$ cat config.mk
export PLATFORM = sky130hd
export DESIGN_NAME = instruction_queue
export DESIGN_NICKNAME = d
export VERILOG_FILES = /design/src/rtl/rv32i_pkg.sv /design/src/rtl/ifq_storage.sv /design/src/rtl/instruction_queue.sv
export SDC_FILE = /design/constraint.sdc
export NUM_CORES = 1
export LEC_CHECK = 0
export BUFFER_PORTS_ARGS = -buffer_cell sky130_fd_sc_hd__clkbuf_2
export CAP_MARGIN = 10
export CORE_ASPECT_RATIO = 2
export CORE_UTILIZATION = 45
export CTS_BUF_LIST = sky130_fd_sc_hd__clkbuf_16
export DETAILED_ROUTE_END_ITERATION = 10
export PLACE_DENSITY_LB_ADDON = 0.15
export SYNTH_ARGS = -nofsm -noshare
export SYNTH_HDL_FRONTEND = slang
export SYNTH_SLANG_ARGS = --single-unit
$ cat constraint.sdc
create_clock -name ifq_clk -period 4.55 [get_ports ifq_clk]
set_clock_uncertainty 0.05 [all_clocks]
set_input_delay 0.91 -clock ifq_clk [delete_from_list [all_inputs] [get_ports ifq_clk]]
set_output_delay 0.91 -clock ifq_clk [all_outputs]
set_load 0.05 [all_outputs]
$ cat src/rtl/rv32i_pkg.sv
// rtl/rv32i_pkg.sv - shared fetch-path types and constants
// Purpose: XLEN, the fetch entry record carried through the instruction queue,
//          and the mask used to detect a misaligned (non word-aligned) PC.
// Ports:   none (package).
package rv32i_pkg;

    localparam int XLEN = 32;

    // Low PC bits that must be zero for a 32-bit aligned fetch.
    localparam logic [1:0] MISALIGN_MASK = 2'b11;

    typedef struct packed {
        logic [XLEN-1:0] pc;
        logic [XLEN-1:0] instr;
        logic            err;
    } fetch_entry_t;

endpackage

$ cat src/rtl/ifq_storage.sv
// rtl/ifq_storage.sv - DEPTH x fetch_entry_t register array
// Purpose: entry storage for instruction_queue; one synchronous write port,
//          one combinational read port, data is not reset.
// Ports:   clk   - clock
//          we    - write enable, waddr/wdata - write address and entry
//          raddr - read address, rdata - entry at raddr (combinational)
import rv32i_pkg::*;

module ifq_storage #(
    parameter int DEPTH = 4
) (
    input  logic                     clk,
    input  logic                     we,
    input  logic [$clog2(DEPTH)-1:0] waddr,
    input  fetch_entry_t             wdata,
    input  logic [$clog2(DEPTH)-1:0] raddr,
    output fetch_entry_t             rdata
);

    fetch_entry_t mem_q [DEPTH];

    always_ff @(posedge clk) begin
        if (we) begin
            mem_q[waddr] <= wdata;
        end
    end

    assign rdata = mem_q[raddr];

endmodule

$ cat src/rtl/instruction_queue.sv
// rtl/instruction_queue.sv - fetch-to-decode decoupling FIFO with flush
// Purpose: buffers {pc, instr, err} from fetch and hands them to decode in
//          order over valid/ready; a redirect (flush) drops everything.
// Optional: IFQ_BYPASS_EN - when empty, the offered entry drives out_*
//           combinationally and is consumed without being stored.
// Ports:   ifq_clk, ifq_rst (async, active low), flush
//          in_valid/in_ready/in_pc/in_instr/in_pc_error - fetch side
//          out_valid/out_ready/out_pc/out_instr/out_err - decode side
//          count - current occupancy
import rv32i_pkg::*;

module instruction_queue #(
    parameter int DEPTH = 4,
    parameter int XLEN  = rv32i_pkg::XLEN
) (
    input  logic                     ifq_clk,
    input  logic                     ifq_rst,
    input  logic                     flush,
    input  logic                     in_valid,
    output logic                     in_ready,
    input  logic [XLEN-1:0]          in_pc,
    input  logic [XLEN-1:0]          in_instr,
    input  logic                     in_pc_error,
    output logic                     out_valid,
    input  logic                     out_ready,
    output logic [XLEN-1:0]          out_pc,
    output logic [XLEN-1:0]          out_instr,
    output logic                     out_err,
    output logic [$clog2(DEPTH):0]   count
);

    localparam int AW = $clog2(DEPTH);
    localparam int CW = AW + 1;

    logic [AW-1:0] wr_ptr_q, wr_ptr_d;
    logic [AW-1:0] rd_ptr_q, rd_ptr_d;
    logic [CW-1:0] count_q, count_d;

    logic         empty, full, push, pop, bypass;
    fetch_entry_t wdata, rdata, head;

    assign empty = (count_q == '0);
    assign full  = (count_q == CW'(DEPTH));

    // Error is resolved at push time so decode sees a single stored flag.
    assign wdata.pc    = in_pc;
    assign wdata.instr = in_instr;
    assign wdata.err   = in_pc_error | (|(in_pc[1:0] & MISALIGN_MASK));

`ifdef IFQ_BYPASS_EN
    assign bypass    = empty && in_valid && out_ready && !flush;
    assign out_valid = empty ? in_valid : 1'b1;
    assign head      = empty ? wdata : rdata;
`else
    assign bypass    = 1'b0;
    assign out_valid = !empty;
    assign head      = rdata;
`endif

    // in_ready looks only at registered occupancy, so a same-cycle pop
    // never opens a slot for a push when full.
    assign in_ready = !full;
    assign push     = in_valid && !full && !flush && !bypass;
    assign pop      = !empty && out_ready && !flush;

    always_comb begin
        wr_ptr_d = wr_ptr_q;
        rd_ptr_d = rd_ptr_q;
        count_d  = count_q;
        if (flush) begin
            wr_ptr_d = '0;
            rd_ptr_d = '0;
            count_d  = '0;
        end else begin
            if (push) wr_ptr_d = wr_ptr_q + AW'(1);
            if (pop)  rd_ptr_d = rd_ptr_q + AW'(1);
            count_d = count_q + CW'(push) - CW'(pop);
        end
    end

    always_ff @(posedge ifq_clk or negedge ifq_rst) begin
        if (!ifq_rst) begin
            wr_ptr_q <= '0;
            rd_ptr_q <= '0;
            count_q  <= '0;
        end else begin
            wr_ptr_q <= wr_ptr_d;
            rd_ptr_q <= rd_ptr_d;
            count_q  <= count_d;
        end
    end

    ifq_storage #(.DEPTH(DEPTH)) u_storage (
        .clk   (ifq_clk),
        .we    (push),
        .waddr (wr_ptr_q),
        .wdata (wdata),
        .raddr (rd_ptr_q),
        .rdata (rdata)
    );

    // Storage is not reset; mask the head so outputs read zero when idle.
    assign out_pc    = out_valid ? head.pc    : '0;
    assign out_instr = out_valid ? head.instr : '0;
    assign out_err   = out_valid ? head.err   : 1'b0;
    assign count     = count_q;

endmodule

==> flow_summary.toml, run 1 <==
[pwr]
p_sw_mw = 2.79
peakVddDrop_mv = 0.455
p_total_mw = 7.47
power_frac_clock = 0.248
power.density_nw_per_um2 = 624
p_comb_frac = 0.356
p_int_mw = 4.68
power_leakage_nw = 4.08
switching_share = 0.373
seqPwrFrac = 0.396

[floorplan]
fp.coreArea_um2 = 22500
die_w_um = 109
rows = 78
dieHeight_um = 216
pin_count = 140
start_util = 0.458
die_area_um2 = 23600

[clock_tree]
clock-sinks = 267
clk-insertion-delay-late_ns = 0.51
cts_resized = 0
cts_htree_levels = 1
cts_tree = "built"
cts_root_buf = "clkbuf_16"
clkTransAtPathRegs_ns = 0.07
cts_made_buffers = 23
hold_buffers = 0
cts_setup_buffers = 0
cts_buffer_depth = 3

[worst_setup_path]
path_cells = "buf_4, mux4_2, and2_1, clkbuf_2"
slowest_delay_ns = 0.60
path_class = "reg -> out"
crit_family = "buffers and inverters"
worst-path-max-fanout = 21
end_kind = "output port"
cp-start-kind = "register"
cp_data_required_time_ns = 3.59
crit_path_top_delay_cell = "dfrtp_4"
path_buf_inv = 2
worstPathArrival_ns = 2.62

[hold_path]
holdCritPathClass = "in -> async"

[yosys]
synth_top_area_frac = 0.757
ys.flop_type = "edfxtp_1"
synthTopCellsByCount = "edfxtp_1 (260), and2_1 (70), mux4_2 (65), clkbuf_1 (10)"
yosysMostFrequentCell = "edfxtp_1"
netlist_instances = 462
synthTopCellsByArea = "edfxtp_1 (76%), mux4_2 (14%), and2_1 (4.2%)"
postSynthAreaPerCell_um2 = 22.3
yosysSeqAreaShare = 0.774
syn_nets = 539
synthDistinctLibCells = 24
ys_seq_elements = 267
synth_edf_count = 260
yosys_warnings = 0
async_flop_share = 0.0262
syn_area_um2 = 10300
yosysTopAreaCell = "edfxtp_1"

[sta]
finalSetupViolations = 0
hold_violations = 0
finalCritPeriodShare = 0.786
fin_tns_setup_ns = 0
rsz0062_at_grt = "false"
slew_headroom = 0.298
final.min_clock_period_ns = 3.58
drv_slew = 0
max_clock_freq_mhz = 280
worst_slew_pin_slew_ns = 1.05

[layout]
layout-drive-gt1-share = 0.392
fin_nets = 683
postLayoutCellArea_um2 = 12000
area_delta_synth_final_pct = 15.9

[detailed_routing]
drt_iter0_drc = 167
vias = 4797
drcViolationCount = 0
routed_via_density = 5.29
wire_per_inst_um = 21.0
routed_wl_mm = 19.0
first_pass_iters = 4
final_antenna_net_count = 0

[place]
place_congestion = 0.709
detailed_place_hpwl_mm = 11.0
post_dp_cell_area_um2 = 11200
port_buffers = 139

[grt]
antenna_found_initial = 3
track_usage = 0.170
grt_pass1_vias = 5322
grt_max_degree = 67
grt_pass1_wl_mm = 29.3
grt-ovfl-total = 0

[outcome]
status = "finished clean"

[run]
maxCapViolations = 0
==> sequential cells by signal (all words and copies together) (netlist names) <==
register and cells:
count 3, rd_ptr_q 2, u_storage.mem_q 260, wr_ptr_q 2
==> path summary, 6_finish.rpt <==
| kind | start | to | slack, ns | depth (start not counted) |
|---|---|---|---|---|
| min in group ifq_clk | wr_ptr_q[1] | wr_ptr_q[1] | 0.56 | 2 |
| setup reg to reg | count[1] | count[2] | 1.81 | 11 |
| hold reg to reg | wr_ptr_q[1] | wr_ptr_q[1] | 0.56 | 2 |
| max in group asynchronous | ifq_rst | rd_ptr_q[1] | 4.07 | 1 |
| hold / removal | ifq_rst | wr_ptr_q[1] | 0.18 | 1 |
| setup / recovery | rd_ptr_q[0] | out_pc[8] | 0.97 | 4 |
==> cells in the final DEF, fill, tap and decap left out <==
master,n
a21oi_1,1
dfrtp_4,2
mux4_2,65
buf_4,2
and2_1,66
or3_1,2
inv_1,10
o311ai_0,1
diode_2,4
nand2b_1,2
edfxtp_1,260
clkinv_1,8
clkinvlp_4,2
xor2_1,3
dfrtp_1,5
or3_2,1
clkinv_2,3
clkbuf_16,23
nor3_1,2
clkbuf_2,139
nor3b_1,1
nor2b_1,1
buf_12,1
and2_4,4
o21ai_0,1
nor2_1,6
bufinv_16,2
mux2i_1,1
fa_1,1
o31ai_1,1
ha_1,6
==> power groups by stage <==
stage / clock network (mW) / registers (mW) / logic [mW]
2_1_floorplan: 0 / 2.97 / 2.17
3_3_place_gp: 0 / 3.00 / 2.69
3_5_place_dp: 0 / 3.02 / 2.71
4_1_cts: 1.90 / 2.96 / 2.72
5_1_grt: 1.98 / 2.98 / 2.82
6_report: 1.85 / 2.96 / 2.66
==> cell families (layout without fill, tap and decap cells) <==
family,Yosys count,in the layout,share of synthesized area
flip-flops,267,267,0.774
XOR/XNOR,3,3,0.00255
multiplexers,66,66,0.143
adder cells (fa/ha/maj),7,7,0.00922
AO/OA/AOI/OAI,4,4,0.00255
buffers and inverters,30,190,0.0192
AND/OR/NAND/NOR,85,85,0.0500
other,0,4,0
==> area by class of cell <==
class / instances / area [um^2]
inverter: 7 / 26.3
clock inverter: 18 / 131
antenna: 4 / 10.0
fill: 1808 / 10600
timing repair buffer: 142 / 731
multi-input combinational: 165 / 2150
tap: 280 / 350
sequential: 267 / 7990
clock buffer: 23 / 576
==> per-layer routing <==
layer  up-vias  track usage  part of all wire
met5         -            0                 0
li1       2158            -                 -
met3        31       0.0241             0.044
met2       121        0.309              0.55
met1      2487        0.195              0.38
met4         0       0.0716             0.027
==> per-stage QoR <==
| stage | setup slack (ns) | hold slack [ns] | util | instances |
|---|---|---|---|---|
| finish | 0.973 | 0.181 | 0.531 | 906 |
| global route | 0.786 | 0.174 | 0.531 | 905 |
| CTS | 0.882 | 0.158 | 0.530 | 902 |
| detailed placement | 1.32 | 0.557 | 0.499 | 861 |
| global placement | 1.46 | 0.533 | 0.499 | 861 |
| floorplan | 1.08 | 0.505 | - | 462 |
Power figures use the tool's default switching activity.
==> run 2: changes to the inputs <==
clock period = 3.6 ns   (was 4.55 ns; I/O delays follow)
==> run 2 against run 1 <==
Combinational power grew 28%; clock power grew 34%; core utilization grew 0.71 points; wire length grew 1.7%; critical endpoint is now out_pc[1]; largest cell class unchanged; largest power group unchanged.
==> flow_summary.toml, run 2 (synthesized netlist as in run 1, its figures left out) <==
[layout]
layoutNonFillerInstCount = 910
multi_input_area_um2 = 2150
top_register = "u_storage.mem_q"
fin_nets = 691
final_cell_mix = "edfxtp_1 (260), clkbuf_2 (139), and2_1 (66), mux4_2 (65), clkbuf_16 (23)"
largest_reg_flops = 260
diodes = 0
fillCellCount = 1796
area_delta_synth_final_pct = 17.5
regArea_um2 = 7990
layout-drive-gt1-share = 0.398
final_common_cell = "edfxtp_1"

[sta]
finalWorstSetupSlack_ns = 0.250
drv_slew = 0
finalCritPeriodShare = 0.931
slew_headroom = 0.241
fin_tns_setup_ns = 0
final.min_clock_period_ns = 3.35
finalSetupViolations = 0
hold_slack_ns = 0.377
hold_violations = 0
worst_slew_pin_slew_ns = 1.14
max_clock_freq_mhz = 298
rsz0062_at_grt = "false"

[clock_tree]
clock-sinks = 267
cts_htree_levels = 1
clk-insertion-delay-late_ns = 0.50
cts_root_buf = "clkbuf_16"
cts_buffer_depth = 3
clkTransAtPathRegs_ns = 0.06
cts_made_buffers = 23
cts_tree = "built"
cts_resized = 0

[hold_path]
holdCritPathClass = "in -> reg"

[detailed_routing]
final_antenna_net_count = 0
wire_per_inst_um = 21.2
vias = 4854
drt_iter0_drc = 229
drcViolationCount = 0
routed_via_density = 5.33
first_pass_iters = 4
routed_wl_mm = 19.3

[pwr]
power.density_nw_per_um2 = 791
power_leakage_nw = 4.18
p_total_mw = 9.59
peakVddDrop_mv = 0.708

[place]
place_congestion = 0.747
dp_cells = 868
port_buffers = 139
detailed_place_hpwl_mm = 11.6
place_ws_ns = 0.574

[grt]
grt_pass1_wl_mm = 29.5
grt_pass1_vias = 5221
track_usage = 0.171
grt-ovfl-total = 0
grt_max_degree = 67
antenna_found_initial = 1

[worst_setup_path]
crit_path_top_delay_cell = "or3_2"
path_buf_inv = 1
worstPathArrival_ns = 2.58
cp-start-kind = "register"
worst-path-max-fanout = 66
end_kind = "output port"
crit_family = "simple AND/OR/NAND/NOR gates"
path_cells = "or3_2, and2_1, clkbuf_2"
cp_data_required_time_ns = 2.83
reg2reg_slack_ns = 0.88
path_class = "reg -> out"
slowest_delay_ns = 0.98

[floorplan]
die_area_um2 = 23600
die_w_um = 109
rows = 78
pin_count = 140
dieHeight_um = 216
fp.coreArea_um2 = 22500
start_util = 0.458

[outcome]
status = "finished clean"

[run]
maxCapViolations = 0
==> run 2: cell type report <==
type / count / share of cell area
inverter: 7 / 0.00217
sequential: 267 / 0.659
clock inverter: 18 / 0.0146
timing repair buffer: 150 / 0.0706
tap: 280 / 0.0289
multi-input combinational: 165 / 0.177
clock buffer: 23 / 0.0475
==> run 2: routing by layer <==
layer | share of wire | global-route usage | routed length, um
met1 | 0.37 | 0.196 | 7240
met2 | 0.56 | 0.313 | 10800
met3 | 0.044 | 0.0295 | 859
met4 | 0.022 | 0.0572 | 418
met5 | 0.00072 | 0 | 14
==> run 2: stage by stage <==
step | area, um^2 | util
6_report | 12100 | 0.538
5_1_grt | 12100 | 0.538
4_1_cts | 12100 | 0.538
3_5_place_dp | 11400 | 0.504
3_3_place_gp | 11400 | 0.504
2_1_floorplan | 10300 | -
==> run 2: worst paths after layout <==
check                       startpoint                     end  cells past startpoint
max in group asynchronous      ifq_rst             rd_ptr_q[1]                      2
min in group asynchronous      ifq_rst             rd_ptr_q[0]                      2
max                           count[1]               out_pc[1]                      3
min                          in_pc[11]  u_storage.mem_q[1][44]                      1
max reg2reg                   count[1]                count[2]                     11
min reg2reg                wr_ptr_q[1]             wr_ptr_q[1]                      2
==> run 2: power breakdown <==
part	switching (mW)	leakage [nW]	internal [mW]
combinational	2.36	1.34	1.03
sequential	0.121	2.45	3.59
clock	1.04	0.395	1.44
==> run 2: timing repair <==
item,in CTS,in global routing
hold endpoints to repair,7,0
buffers inserted,0,0
hold buffers,1,0
==> run 3: changes to the inputs <==
--- a/config.mk
+++ b/config.mk
@@ -10,2 +10,3 @@
 export CORE_ASPECT_RATIO = 2
+export CORE_MARGIN = 3
 export CORE_UTILIZATION = 45
==> constraint.sdc (replaced) <==
create_clock -name ifq_clk -period 3.6 [get_ports ifq_clk]
set_clock_uncertainty 0.05 [all_clocks]
set_input_delay 0.18 -clock ifq_clk [delete_from_list [all_inputs] [get_ports ifq_clk]]
set_output_delay 0.18 -clock ifq_clk [all_outputs]
set_load 0.05 [all_outputs]
==> run 3 against run 2 <==
Final cell count grew 7.1%; sequential share of layout area down 3.3 points; combinational power about the same; worst hold slack improved by 0.0027 ns; register-to-register slack better by 0.05 ns; first-iteration DRC count is 17% lower; critical endpoint is now out_instr[24]; largest power group unchanged; cell area increased by 5.2%.
==> flow_summary.toml, run 3 (synthesized netlist as in run 1, its figures left out) <==
[place]
port_buffers = 139
detailed_place_hpwl_mm = 11.7
place_congestion = 0.700

[worst_setup_path]
worstPathArrival_ns = 2.68
crit_path_top_delay_cell = "or3_2"
r2r_cells = 11
path_class = "reg -> out"
reg2reg_from = "count[2]"
rr_endpoint = "count[2]"
path_cells = "or3_2, buf_4, and2_1, clkbuf_2"
worst-path-max-fanout = 58
end_kind = "output port"
slowest_delay_ns = 0.96
crit_family = "simple AND/OR/NAND/NOR gates"
path_buf_inv = 2
reg2reg_slack_ns = 0.93
cp_data_required_time_ns = 3.37
cp-start-kind = "register"

[clock_tree]
hold_buffers = 71
clk-insertion-delay-late_ns = 0.50
cts_setup_buffers = 0
cts_resized = 0
cts_htree_levels = 1
cts_made_buffers = 23
clock-sinks = 267
clkTransAtPathRegs_ns = 0.07
cts_tree = "built"
cts_buffer_depth = 3
cts_root_buf = "clkbuf_16"

[pwr]
p_comb_frac = 0.361
peakVddDrop_mv = 0.682
p_sw_mw = 3.54
seqPwrFrac = 0.394
power_frac_clock = 0.246
power_leakage_nw = 4.44
switching_share = 0.372
power.density_nw_per_um2 = 746
p_int_mw = 5.98

[grt]
track_usage = 0.164
grt_pass1_vias = 5740
grt_max_degree = 59
grt-ovfl-total = 0
grt_pass1_wl_mm = 31.2
antenna_found_initial = 1

[sta]
max_clock_freq_mhz = 343
fin_tns_setup_ns = 0
worst_slew_pin_slew_ns = 1.08
drv_slew = 0
slew_headroom = 0.279
finalSetupViolations = 0
finalCritPeriodShare = 0.809
final.min_clock_period_ns = 2.91
rsz0062_at_grt = "false"
hold_violations = 0

[layout]
final_common_cell = "edfxtp_1"
fin_nets = 759
post-route-util = 0.571
layout-drive-gt1-share = 0.360
top_register = "u_storage.mem_q"
largest_reg_flops = 260
area_delta_synth_final_pct = 23.7
final_cell_mix = "edfxtp_1 (260), clkbuf_2 (139), dlygate4sd3_1 (71), and2_1 (66), mux4_2 (65)"

[hold_path]
min_to = "u_storage.mem_q[2][18]"
hp-start = "in_instr[17]"
holdCritPathClass = "in -> reg"
whs_path_depth = 2

[floorplan]
die_area_um2 = 24900
rows = 77
fp.coreArea_um2 = 22400
die_w_um = 113
dieHeight_um = 220
start_util = 0.462
pin_count = 140

[run]
maxCapViolations = 0

[detailed_routing]
routed_wl_mm = 20.1
wire_per_inst_um = 20.6
routed_via_density = 5.22
vias = 5087
first_pass_iters = 4
drcViolationCount = 0
drt_iter0_drc = 190
final_antenna_net_count = 0

[outcome]
status = "finished clean"
run 3: layout make-up:
class,count,area (um^2)
Antenna cell,1,2.50
Clock buffer,23,576
Clock inverter,18,129
Fill cell,1747,9590
Inverter,7,26.3
Multi-Input combinational cell,165,2150
Sequential cell,267,7990
Tap cell,276,345
Timing Repair Buffer,218,1540
run 3: stage by stage:
stage	hold WS, ns	std cells	instance area (um^2)	setup WS [ns]	total power [mW]
finish	0.379	975	12800	0.687	9.52
detailed placement	-0.0156	862	11300	0.931	7.27
floorplan	-0.166	462	10300	0.340	6.49
global route	0.371	975	12800	0.491	9.95
global placement	-0.0218	862	11300	1.03	7.24
CTS	0.355	974	12800	0.590	9.69
run 3: power by group through the flow:
stage / registers (mW) / clock network, mW / logic [mW]
floorplan: 3.75 / 0 / 2.74
global placement: 3.82 / 0 / 3.42
detailed placement: 3.83 / 0 / 3.43
CTS: 3.76 / 2.42 / 3.51
global route: 3.79 / 2.54 / 3.63
finish: 3.75 / 2.34 / 3.43
run 3: worst max path at each step:
stage / from / depth (start not counted) / end / slack (ns)
floorplan: count[1] / 3 / u_storage.mem_q[0][0] / 0.34
global placement: count[2] / 11 / count[2] / 1.03
detailed placement: count[1] / 11 / count[2] / 0.93
CTS: rd_ptr_q[0] / 4 / out_instr[13] / 0.59
global route: rd_ptr_q[0] / 4 / out_pc[12] / 0.49
finish: count[1] / 4 / out_instr[24] / 0.69
run 3: worst reg2reg max path, cell delays in order (launching register included):
cell	delay, ns
dfrtp_1	0.43
nor3b_1	0.20
nor3_1	0.41
inv_1	0.09
ha_1	0.30
inv_1	0.06
ha_1	0.13
inv_1	0.06
fa_1	0.40
xor2_1	0.16
and2_1	0.16
nor3_1	0.13
run 3: metal layers:
metal / share of wire / up-vias / track usage
met5: 0 / - / 0
met4: 0.020 / 0 / 0.0485
met3: 0.048 / 28 / 0.0287
met2: 0.56 / 119 / 0.308
met1: 0.38 / 2637 / 0.190
li1: - / 2303 / -
